[src/rtl/sat_accum.sv]
// sat_accum: accumulator that clamps at all-ones and flags when its next value is all-ones
module sat_accum #(
   parameter int W  = 20,
   parameter int AW = 1
) (
   input  logic          clk,
   input  logic          reset,
   input  logic          clear,
   input  logic          en,
   input  logic [AW-1:0] add,
   output logic [W-1:0]  q,
   output logic          sat
);

   localparam int SW = (W > AW ? W : AW) + 1;

   logic [SW-1:0] sum;
   logic [W-1:0]  nxt;

   // widened sum so overflow past W bits clamps to all-ones
   always_comb begin
      sum = SW'(q) + SW'(add);
      nxt = !en ? q : (|sum[SW-1:W]) ? '1 : sum[W-1:0];
   end

   assign sat = &nxt;

   // register the clamped value
   always_ff @(posedge clk) begin
      if (reset || clear) q <= '0;
      else                q <= nxt;
   end

endmodule

[config.mk]
export PLATFORM = sky130hd
export DESIGN_NAME = sat_accum
export DESIGN_NICKNAME = d
export VERILOG_FILES = /design/src/rtl/sat_accum.sv
export SDC_FILE = /design/constraint.sdc
export NUM_CORES = 1
export LEC_CHECK = 0
export CORE_MARGIN = 2
export CORE_UTILIZATION = 25
export CTS_CLUSTER_SIZE = 8
export DETAILED_ROUTE_END_ITERATION = 10
export GPL_TIMING_DRIVEN = 0
export PLACE_DENSITY = 0.56
export SLEW_MARGIN = 20
export SYNTH_ARGS = -nofsm -noshare
export SYNTH_HDL_FRONTEND = slang
export SYNTH_SLANG_ARGS = --single-unit
export TNS_END_PERCENT = 100
[constraint.sdc]
create_clock -name clk -period 1.9 [get_ports clk]
set_input_delay 0.285 -clock clk [delete_from_list [all_inputs] [get_ports clk]]
set_output_delay 0.285 -clock clk [all_outputs]
set_load 0.005 [all_outputs]
==> run_results.csv <==
group,metric,value,unit
placement,place_worst_setup_slack,-1.30,ns
power_and_ir_drop,internal_power,0.714,mW
worst_setup_path,number_of_cells_on_the_worst_reg_to_reg_path,7,
yosys,post_synth_inst_count,142,
drt,drt_first_iter_violations,143,
worst_setup_path,wp_data_arrival,2.08,ns
cells_and_area,antenna-diode-count,0,
clocking,clock-sinks,20,
cells_and_area,final_cell_mix,"22 x clkdlybuf4s50_1, 21 x a21oi_1, 18 x buf_4, 13 x xor2_1, 12 x dfxtp_1",
die,die_h,74.7,um
worst_setup_path,critical-path-top-delay-family,"simple AND/OR/NAND/NOR gates",
worst_setup_path,timing.critical_path.required,1.62,ns
placement,gpl.final_weighted_congestion,0.770,
sta,transition_time_at_the_pin_with_the_least_slew_margin,0.503,ns
cells_and_area,layout-drive-gt1-share,0.290,
power_and_ir_drop,power_density,475,nW/um2
cells_and_area,largest_reg_flops,20,
yosys,ys_top_cells_by_area,"dfxtp_1 32%, xor2_1 9.1%, a21oi_1 8.8%",
run,maxCapViolCount,0,
worst_setup_path,crit-reg2reg-capture,"q[2]",
clocking,clock_tree.root_cell,"clkbuf_8",
worst_setup_path,setup.worst_path.class,"flip-flop to output pin",
placement,place_area,1590,um2
yosys,yosys.cell_types.count,42,
sta,layout_min_cycle_time,2.37,ns
clocking,clock_path_buffers,2,
die,core_area,4750,um2
power_and_ir_drop,totalPowerFinal,0.888,mW
worst_setup_path,max_stage_delay,0.46,ns
hold_path,worst_hold_check_path_type,"flip-flop to flip-flop",
sta,final-setup-viol-count,1,
worst_setup_path,critical-path-slowest-cell,"or4_1",
yosys,netlist.area_leader.share,0.321,
sta,timing_hold_violations_final,0,
power_and_ir_drop,leakagePower,0.654,nW
sta,slew_viol_final,0,
clocking,cts_tree,"built",
sta,min_period_over_period,1.25,
worst_setup_path,r2r-start,"q[2]",
yosys,synth_seq_area_share,0.321,
yosys,async_flop_share,0,
die,die_area,5580,um2
grt,first_global_vias,1037,
cells_and_area,largest_registers,"q: 20 flops",
worst_setup_path,timing.critical_path.to,"sat",
drt,drt-wirelength-per-cell,12.5,um
yosys,synthXorXnorAreaFrac,0.112,
yosys,postSynthRegisterBits,20,
power_and_ir_drop,ir_worst_vdd,0.306,mV
die,top_ports,26,
clocking,cts_stage_hold_buffer_count,0,
power_and_ir_drop,seqPwrFrac,0.467,
worst_setup_path,critical_path_depth,8,
worst_setup_path,rrSetupSlack,0.19,ns
drt,drt_pre_antenna_iters,4,
worst_setup_path,start_kind,"flip-flop",
yosys,ys.flop_type,"dfxtp_1",
yosys,syn_nets,149,
worst_setup_path,worstSetupEndpointType,"output pin",
yosys,yosys-mux-area-fraction,0.00802,
grt,groute.usage.overall,0.121,
cells_and_area,fin_util,0.393,
die,initial_core_util,0.263,
sta,post-route-worst-setup-slack,-0.466,ns
sta,hold_slack,0.593,ns
yosys,syn_area_per_cell,8.79,um2
worst_setup_path,critPathBufInv,2,
cells_and_area,largest-register,"q",
worst_setup_path,crit_path_max_fanout,5,
clocking,cts_max_level,1,
grt,grt_start_max_net_pins,13,
power_and_ir_drop,clock_network_power_share,0.489,
cells_and_area,area_growth_syn_to_layout,49.7,%
drt,detail-route-antenna-nets,0,
grt,antenna_violations_before_repair,0,
clocking,clk_latency,0.26,ns
sta,fmax,423,MHz
drt,vias,1186,
drt,drc,0,
yosys,synth_top_family_by_area,"simple AND/OR/NAND/NOR gates",
status,failed_checks,"negative setup slack",
yosys,synth_fa_ha_area_frac,0.0200,
cells_and_area,net_count_final,194,
yosys,synth-compound-area-share,0.163,
die,placementRows,25,
drt,vias_per_cell,4.69,
placement,buffer_ports.inserted,25,
clocking,cts_made_buffers,3,
worst_setup_path,critPathMostFrequentCell,"a21oi_1",
grt,grt_remaining_overflow,0,
worst_setup_path,timing.critical_path.cells,"and4_4 -> and4_1 -> buf_6 -> or4_1 -> a21oi_1 -> o21ai_1 -> a21oi_1 -> buf_2",
cells_and_area,mostFrequentLayoutCell,"clkdlybuf4s50_1",
sta,clock_skew,0.00657,ns
drt,finalWirelength,3150,um
yosys,synth-simple-area-share,0.296,
power_and_ir_drop,switching_share,0.197,
worst_setup_path,crit_start,"q[5]",
placement,post-dp-hpwl,2060,um
cells_and_area,finish.instance_area,1870,um2
sta,rsz0062_at_grt,"true",
hold_path,hold_path_startpoint,"q[0]",
die,width_of_the_chip,74.7,um
yosys,netlist_area,1250,um2
grt,grt_first_pass_wirelength,5140,um
status,outcome,"complete, but fails checks",
power_and_ir_drop,comb_power_share,0.044,
sta,relSlewSlack,0.665,
yosys,synth_warnings,0,
yosys,synthDominantAreaCellType,"dfxtp_1",
power_and_ir_drop,power_switching,0.175,mW
clocking,path_clk_slew,0.07,ns
yosys,synth-edff-count,0,
-- cell type report --
cell class / instances / area [um2]
Timing Repair Buffer: 42 / 372
Clock buffer: 3 / 41.3
Sequential cell: 20 / 423
Buffer: 9 / 95.1
Inverter: 1 / 3.75
Multi-Input combinational cell: 110 / 821
Tap cell: 67 / 83.8
Fill cell: 493 / 2890
Clock inverter: 1 / 30.0
-- layer usage --
| layer | vias up | GRT usage | part of all wire |
|---|---|---|---|
| met4 | 0 | 0.0238 | 0.0041 |
| li1 | 615 | - | - |
| met5 | - | 0 | 0 |
| met3 | 2 | 0.0375 | 0.052 |
| met1 | 544 | 0.169 | 0.50 |
| met2 | 25 | 0.185 | 0.44 |
-- synthesized netlist by cell type, types with 2 or more instances --
cell and instances:
nor3_1 3, and4_4 2, xor2_1 13, nand4b_1 2, xnor2_1 3, nand4_1 5, nand4_4 2, o21a_1 2
buf_4 2, clkbuf_1 3, o211ai_1 2, ha_1 2, nand3_1 10, nor2_1 6, o21ai_0 2, nand2_1 10
a21oi_1 22, a31oi_1 2, buf_6 4, dfxtp_1 20, and3_2 4
-- timing repair --
item / in CTS / in global routing
buffers inserted: 10 / 7
setup endpoints to repair: 18 / 2
pin swaps: 9 / 6
gates resized for setup: 29 / 8
-- worst min-delay path, cell delays in order (launching register included) --
cell      delay, ns
dfxtp_4        0.37
nand2b_1       0.10
a31oi_1        0.08
-- how the worst min path moves through the flow --
stage	end	slack (ns)	cells past startpoint
final	q[0]	0.59	2
after global placement	q[0]	0.56	2
after detailed placement	q[0]	0.56	2
after CTS	q[0]	0.58	2
after global routing	q[0]	0.62	2
after floorplan	q[0]	0.48	2
-- power groups by stage --
| stage | Clock, mW | Combinational [mW] | Sequential [mW] |
|---|---|---|---|
| after floorplan | 0 | 0.0153 | 0.430 |
| after global placement | 0 | 0.0326 | 0.430 |
| after detailed placement | 0 | 0.0330 | 0.430 |
| after CTS | 0.453 | 0.0339 | 0.415 |
| after global routing | 0.464 | 0.0433 | 0.415 |
| final | 0.434 | 0.0393 | 0.415 |
-- per-stage QoR --
stage               std cells  TNS (ns)
floorplan                 142   -0.0983
global placement          234    -10.02
detailed placement        234     -9.83
CTS                       246    -0.492
global route              253    -0.586
finish                    253    -0.466
-- logic make-up (layout without fill, tap and decap cells) --
group / after synthesis / in the layout
and+or+nand+nor: 56 / 56
adders and majority gates: 2 / 2
DFF: 20 / 20
AOI/OAI and AO/OA: 35 / 35
xor gates and xnor gates: 16 / 16
muxes: 1 / 1
buffers and inverters: 12 / 56
Note: power is estimated with default switching activity, not from simulation.
